## src/rtl/pit_wb_master.sv

```systemverilog
// ---------------------------------------------------------------------------
// pit_wb_master
// WISHBONE classic-cycle initiator. Takes one command at a time, runs one
// single read or write cycle, waits for ack with a bounded timeout, and
// returns the read data and an error flag on a response port.
//
// Handshake semantics (both ports): a transfer happens on the rising edge
// where valid and ready are both high; once raised, valid and its payload stay
// stable until that edge; ready may be asserted independently of valid.
//
// Ports
//   wb_clk_i, arst_i          clock, asynchronous active-high reset
//   cmd_valid_i/cmd_ready_o   command handshake (ready only while idle)
//   cmd_we_i/adr/dat/sel      command payload
//   rsp_valid_o/rsp_ready_i   response handshake
//   rsp_dat_o, rsp_err_o      read data (0 for writes/timeouts), timeout flag
//   wb_cyc_o..wb_sel_o        registered WISHBONE initiator outputs
//   wb_dat_i, wb_ack_i        WISHBONE target inputs
//   dbg_state_o               current FSM state (0 idle, 1 bus, 2 resp)
// ---------------------------------------------------------------------------
module pit_wb_master #(
  parameter int DWIDTH  = 16,
  parameter int AWIDTH  = 3,
  parameter int TIMEOUT = 15
) (
  input  logic              wb_clk_i,
  input  logic              arst_i,
  input  logic              cmd_valid_i,
  output logic              cmd_ready_o,
  input  logic              cmd_we_i,
  input  logic [AWIDTH-1:0] cmd_adr_i,
  input  logic [DWIDTH-1:0] cmd_dat_i,
  input  logic [1:0]        cmd_sel_i,
  output logic              rsp_valid_o,
  input  logic              rsp_ready_i,
  output logic [DWIDTH-1:0] rsp_dat_o,
  output logic              rsp_err_o,
  output logic              wb_cyc_o,
  output logic              wb_stb_o,
  output logic              wb_we_o,
  output logic [AWIDTH-1:0] wb_adr_o,
  output logic [DWIDTH-1:0] wb_dat_o,
  output logic [1:0]        wb_sel_o,
  input  logic [DWIDTH-1:0] wb_dat_i,
  input  logic              wb_ack_i,
  output logic [1:0]        dbg_state_o
);

  // Counter must hold the value TIMEOUT; with TIMEOUT 0 it simply wraps unused.
  localparam int CW = (TIMEOUT < 2) ? 1 : $clog2(TIMEOUT + 1);
  localparam logic [CW-1:0] CNT_LAST   = CW'(TIMEOUT);
  localparam bit            TIMEOUT_EN = (TIMEOUT != 0);
  localparam bit            NARROW     = (DWIDTH == 8);

  typedef enum logic [1:0] {
    ST_IDLE = 2'd0,
    ST_BUS  = 2'd1,
    ST_RESP = 2'd2
  } state_t;

  state_t            state_q, state_d;
  logic [CW-1:0]     cnt_q, cnt_d;
  logic              cyc_q, cyc_d;
  logic              we_q, we_d;
  logic [AWIDTH-1:0] adr_q, adr_d;
  logic [DWIDTH-1:0] dat_q, dat_d;
  logic [1:0]        sel_q, sel_d;
  logic              rsp_valid_q, rsp_valid_d;
  logic [DWIDTH-1:0] rsp_dat_q, rsp_dat_d;
  logic              rsp_err_q, rsp_err_d;

  always_ff @(posedge wb_clk_i or posedge arst_i) begin
    if (arst_i) begin
      state_q     <= ST_IDLE;
      cnt_q       <= '0;
      cyc_q       <= 1'b0;
      we_q        <= 1'b0;
      adr_q       <= '0;
      dat_q       <= '0;
      sel_q       <= 2'b00;
      rsp_valid_q <= 1'b0;
      rsp_dat_q   <= '0;
      rsp_err_q   <= 1'b0;
    end else begin
      state_q     <= state_d;
      cnt_q       <= cnt_d;
      cyc_q       <= cyc_d;
      we_q        <= we_d;
      adr_q       <= adr_d;
      dat_q       <= dat_d;
      sel_q       <= sel_d;
      rsp_valid_q <= rsp_valid_d;
      rsp_dat_q   <= rsp_dat_d;
      rsp_err_q   <= rsp_err_d;
    end
  end

  always_comb begin
    state_d     = state_q;
    cnt_d       = cnt_q;
    cyc_d       = cyc_q;
    we_d        = we_q;
    adr_d       = adr_q;
    dat_d       = dat_q;
    sel_d       = sel_q;
    rsp_valid_d = rsp_valid_q;
    rsp_dat_d   = rsp_dat_q;
    rsp_err_d   = rsp_err_q;

    case (state_q)
      ST_IDLE: begin
        // cmd_ready_o is high in this state, so valid alone means accept.
        if (cmd_valid_i) begin
          state_d = ST_BUS;
          cnt_d   = CW'(1);
          cyc_d   = 1'b1;
          we_d    = cmd_we_i;
          adr_d   = cmd_adr_i;
          dat_d   = cmd_we_i ? cmd_dat_i : '0;
          sel_d   = NARROW ? 2'b01 : cmd_sel_i;
        end
      end
      ST_BUS: begin
        // Ack is checked first so an ack in the final allowed cycle wins.
        if (wb_ack_i) begin
          state_d     = ST_RESP;
          cyc_d       = 1'b0;
          rsp_valid_d = 1'b1;
          rsp_dat_d   = we_q ? '0 : wb_dat_i;
          rsp_err_d   = 1'b0;
        end else if (TIMEOUT_EN && (cnt_q == CNT_LAST)) begin
          state_d     = ST_RESP;
          cyc_d       = 1'b0;
          rsp_valid_d = 1'b1;
          rsp_dat_d   = '0;
          rsp_err_d   = 1'b1;
        end else begin
          cnt_d = cnt_q + 1'b1;
        end
      end
      ST_RESP: begin
        // Leaving through IDLE guarantees cyc stays low at least one cycle
        // before the next bus cycle.
        if (rsp_ready_i) begin
          state_d     = ST_IDLE;
          rsp_valid_d = 1'b0;
        end
      end
      default: begin
        state_d = ST_IDLE;
        cyc_d   = 1'b0;
      end
    endcase
  end

  assign cmd_ready_o = (state_q == ST_IDLE);
  assign rsp_valid_o = rsp_valid_q;
  assign rsp_dat_o   = rsp_dat_q;
  assign rsp_err_o   = rsp_err_q;
  assign wb_cyc_o    = cyc_q;
  assign wb_stb_o    = cyc_q;
  assign wb_we_o     = we_q;
  assign wb_adr_o    = adr_q;
  assign wb_dat_o    = dat_q;
  assign wb_sel_o    = sel_q;
  assign dbg_state_o = state_q;

endmodule

```

## config.mk

```make
export PLATFORM = sky130hd
export DESIGN_NAME = pit_wb_master
export DESIGN_NICKNAME = d
export VERILOG_FILES = /design/src/rtl/pit_wb_master.sv
export SDC_FILE = /design/constraint.sdc
export NUM_CORES = 1
export LEC_CHECK = 0
export ABC_CLOCK_PERIOD_IN_PS = 4300
export CAP_MARGIN = 20
export CORE_AREA = 2 2 69 71
export CTS_CLUSTER_SIZE = 16
export DETAILED_ROUTE_END_ITERATION = 8
export DIE_AREA = 0 0 71 73
export PLACE_DENSITY_LB_ADDON = 0.3
export SYNTH_ARGS = -nofsm -noshare
export SYNTH_HDL_FRONTEND = slang
export SYNTH_SLANG_ARGS = --single-unit
```

## constraint.sdc

```tcl
create_clock -name wb_clk_i -period 4.3 [get_ports wb_clk_i]
set_clock_uncertainty 0.05 [all_clocks]
set_input_delay 0.645 -clock wb_clk_i [delete_from_list [all_inputs] [get_ports wb_clk_i]]
set_output_delay 0.645 -clock wb_clk_i [all_outputs]
set_load 0.02 [all_outputs]
```

## After elaboration in Yosys (flattened, before gate mapping)

Cells that the tools add are included.
W data, S select, Z words.

| cells by class | value |
|---|---|
| add/sub/neg operators | 1 |
| $mul | 0 |
| div/mod/pow operators | 0 |
| order comparisons | 0 |
| equal/unequal tests | 8 |
| shifts and indexed selects | 0 |
| muxes and demuxes | 22 |
| bitwise logic cells | 1 |
| reductions and logical operators | 10 |

Operators with widths:

| cell | count |
|---|---|
| $mux W16 | 4 |
| $mux W4 | 3 |
| $reduce_and A3 Y1 | 3 |
| $mux W2 | 4 |
| $ne A2 B2 Y1 const B | 4 |
| $pmux W4 S2 | 1 |
| $mux W1 | 7 |
| $pmux W2 S3 | 1 |
| $reduce_bool A2 Y1 | 3 |
| $add A4 B1 Y4 const B | 1 |
| $eq A4 B4 Y1 const B | 1 |
| $reduce_and A2 Y1 | 2 |
| $reduce_and A4 Y1 | 1 |
| $ne A3 B3 Y1 const B | 1 |
| $pmux W1 S3 | 1 |
| $eq A2 B1 Y1 const B | 1 |
| $eq A2 B2 Y1 const B | 1 |
| $logic_not A2 Y1 | 1 |
| $pmux W1 S2 | 1 |
| $not A1 Y1 | 1 |

| storage, ports and cells | value |
|---|---|
| register bits after elaboration | 47 |
| bits in latches | 0 |
| memory bits (writable) | 0 |
| ROM bits | 0 |
| logic and storage cells | 52 |
| memories kept | 0 |

## Longest topological paths before layout

| depth | value |
|---|---|
| depth in word-level cells | 4 |
| gate-level depth with buffers | 5 |
| mapped depth without buffers | 4 |

## Least setup slack after synthesis

No wires, ideal clock.

| path | value |
|---|---|
| path kind | input -> register |
| from | input port cmd_valid_i |
| to | register adr_q[0], in the netlist wb_adr_o[0] |
| library setup time | 0.125 ns |
| data arrival time | 1.531 ns |
| required time | 4.125 ns |
| path slack | 2.594 ns |
| cell stages on the path | 4 |
| cell sequence | or3b_1 clkbuf_1 buf_6 mux2_4 |

| between the ends | value |
|---|---|
| longest elaborated chain between the ends | 1 |

Ends and longest elaborated chain:

| element | line | source |
|---|---|---|
| start: declaration | 28 | `input logic cmd_valid_i,` |
| $reduce_and A2 Y1 (no line) | -- |  |
| end signal: assignment | 89 | `adr_q <= adr_d;` |
| end: declaration | 65 | `logic [AWIDTH-1:0] adr_q, adr_d;` |

Every way passes these cells.
A chain may end at the register's enable or synchronous reset.

## Worst setup path in the final report

| path | value |
|---|---|
| from | register state_q[0], in the netlist dbg_state_o[0] |
| to | output port cmd_ready_o |

| between the ends | value |
|---|---|
| longest elaborated chain between the ends | 1 |

Ends and longest elaborated chain:

| element | line | source |
|---|---|---|
| start: declaration | 61 | `state_t state_q, state_d;` |
| start signal: assignment | 85 | `state_q <= state_d;` |
| $logic_not A2 Y1 | 156 | `assign cmd_ready_o = (state_q == ST_IDLE);` |
| end: declaration | 29 | `output logic cmd_ready_o,` |

Every way passes these cells.

==> run_results.csv <==
group,metric,value,unit
layout,finish.utilization,63.0,%
clock_tree,hold_buffers,0,
layout,drive_above_1_share,6.40,%
die,start_util,41.5,%
route,drt_iter0_markers,49,
timing,slew_violations,0,
logic_synthesis,synthesis.area,1880,µm²
power,power_leakage,1.25,nW
logic_synthesis,ys_warn_count,0,
worst_setup_path,timing.rr.start,"dbg_state_o[1]",
power,total_power,2.02,mW
power,pwr-share-seq,37.9,%
timing,hold_viol_final,0,
placement,place_ws,1.91,ns
min_path,holdPathStages,2,
timing,tns,0,ns
layout,n_antenna_cell,0,
worst_setup_path,crit_arrival,1.50,ns
clock_tree,cts_sinks,47,
die,core_area,4540,µm²
power,pwr-share-comb,49.7,%
worst_setup_path,rrSetupSlack,2.41,ns
die,die_w,71,µm
grt,gr-total-overflow,0,
die,io_pins,88,
route,via_count,1504,
clock_tree,clock_latency,0.29,ns
power,p_switching,0.762,mW
route,drt_wl_total,4.30,mm
logic_synthesis,yosysSeqAreaShare,62.5,%
timing,clock.fmax,455,MHz
outcome,outcome,"completed",
min_path,hold_path_startpoint,"wb_dat_o[13]",
die,rows,25,
power,p_per_area,706,nW/µm²
timing,finalSetupViolations,0,
power,internal_power,1.25,mW
route,ant_nets,0,
min_path,hp-class,"reg2reg",
placement,place.gp.congestion,0.757,
worst_setup_path,crit_start,"dbg_state_o[0]",
worst_setup_path,critPathKind,"reg2out",
route,routedWlPerCell,14.1,µm
worst_setup_path,reg2reg_depth,3,
grt,grt_pass1_wl,6.79,mm
timing,layout_worst_path_cycle_share,51.1,%
timing,fin_crit,2.20,ns
die,fp.dieArea,5180,µm²
worst_setup_path,startpoint_type,"flop",
route,route.detailed.drc,0,
logic_synthesis,yosysUniqueCellTypes,27,
worst_setup_path,required,3.61,ns
power,clkPwrFrac,12.4,%
timing,maxSlewHeadroom,37.6,%
layout,nets,293,
layout,final_common_cell,"clkdlybuf4s50_1",
timing,tightest_slew,0.934,ns
power,swShare,37.8,%
clock_tree,clkTransAtPathRegs,0.08,ns
power,ir_worst_vdd,0.000418,V
timing,final.setup.worst_slack,2.10,ns
logic_synthesis,syn_area_per_cell,11.5,µm²
placement,io_buffer_count,87,
route,firstDrtPassIters,4,
clock_tree,cts_tree,"done",
clock_tree,htreeDepth,2,
grt,grt_pass1_vias,1446,
die,die_y,73,µm
clock_tree,cts_resized,0,
grt,grt_usage,17.1,%
worst_setup_path,critPathCaptureType,"output pin",
run,maxCapViolations,0,
clock_tree,cts_buffer_depth,2,
layout,final_cell_mix,"clkdlybuf4s50_1 (87), dfrtp_1 (47), nand2_1 (36)",
clock_tree,cts_setup_buffers,0,
clock_tree,clockRootBuffer,"clkbuf_8",
placement,dp_hpwl,3.08,mm
timing,grt_setup_unrepaired,"no",
grt,grt_max_degree,48,
worst_setup_path,path_max_fanout,9,
route,vias_per_cell,4.95,
logic_synthesis,syn_nets,208,
logic_synthesis,synth_seq_cells,47,
clock_tree,cts-buffers-inserted,5,
logic_synthesis,syn_inst,164,
layout,areaGrowthSynthToFinish,51.6,%
grt,antenna_found_initial,0,
[cells by family after synthesis]
kind of cell / count (synthesis) / synth area share (%)
buffers and inverters: 14 / 3.72
multiplexers: 6 / 4.78
flip-flops: 47 / 62.5
AO/OA/AOI/OAI: 46 / 16.2
AND/OR/NAND/NOR: 50 / 12.2
adder cells (fa/ha/maj): 1 / 0.664
[per-layer routing]
metal	global-route usage [%]	vias up	wire length [µm]
met1	21.3	700	1890
met2	28.7	59	2090
met4	5.03	0	48
met3	5.52	5	274
met5	0	-	0
li1	-	740	-
[power groups by stage]
stage	registers, mW	clock network [mW]	logic (mW)
after CTS	0.767	0.258	1.02
after floorplan	0.974	0	0.326
after detailed placement	0.771	0	1.01
after global placement	0.768	0	0.992
after global routing	0.790	0.275	1.07
final	0.765	0.250	1.00
[layout make-up]
cell class	count	area (µm²)
clock inverters	1	5.00
inverters	4	15.0
well taps	54	67.6
flip-flops and latches	47	1180
clock buffers	7	76.3
multi-input cells	103	637
repair buffers	88	878
fillers	380	1680
[final timing paths]
| path | to |
|---|---|
| setup / recovery | cmd_ready_o |
| setup reg to reg | rsp_dat_o[13] |
| hold / removal | wb_dat_o[13] |
| min in group asynchronous | wb_adr_o[1] |
| hold reg to reg | wb_dat_o[13] |
| max in group asynchronous | wb_dat_o[12] |
[critical path: stages (launching register included)]
cell	delay (ns)
dfrtp_1	0.48
nor2_1	0.13
clkdlybuf4s50_1	0.60
[per-stage QoR]
| stage | hold slack [ns] | instance area (µm²) | std cells |
|---|---|---|---|
| detailed placement | 0.420 | 2770 | 296 |
| global placement | 0.410 | 2770 | 296 |
| finish | 0.435 | 2860 | 304 |
| CTS | 0.437 | 2860 | 304 |
| global route | 0.464 | 2860 | 304 |
| floorplan | 0.482 | 1880 | 164 |
[registers in the layout, summed over array words and instances (netlist names)]
register,cells
wb_we_o,1
wb_cyc_o,1
rsp_err_o,1
dbg_state_o,2
rsp_dat_o,16
wb_sel_o,2
rsp_valid_o,1
cnt_q,4
wb_adr_o,3
wb_dat_o,16
[cells in the mapped netlist, drive strengths merged]
cell type / instances / area [µm²]
nand3: 5 / 25.0
o21ai: 20 / 100
a21oi: 4 / 20.0
a22o: 16 / 140
nor2: 1 / 3.75
o21a: 1 / 7.51
inv: 4 / 15.0
nand2: 36 / 135
nand4: 1 / 6.26
dfrtp: 47 / 1180
buf: 5 / 36.3
clkbuf: 5 / 18.8
ha: 1 / 12.5
a31o: 1 / 8.76
nand3b: 1 / 7.51
mux2: 6 / 90.1
a31oi: 1 / 6.26
and2b: 1 / 7.51
o211ai: 2 / 15.0
nor4b: 1 / 8.76
or3b: 1 / 8.76
nor3b: 2 / 20.0
nand2b: 1 / 6.26
o31ai: 1 / 7.51
Power figures use the tool's default switching activity.
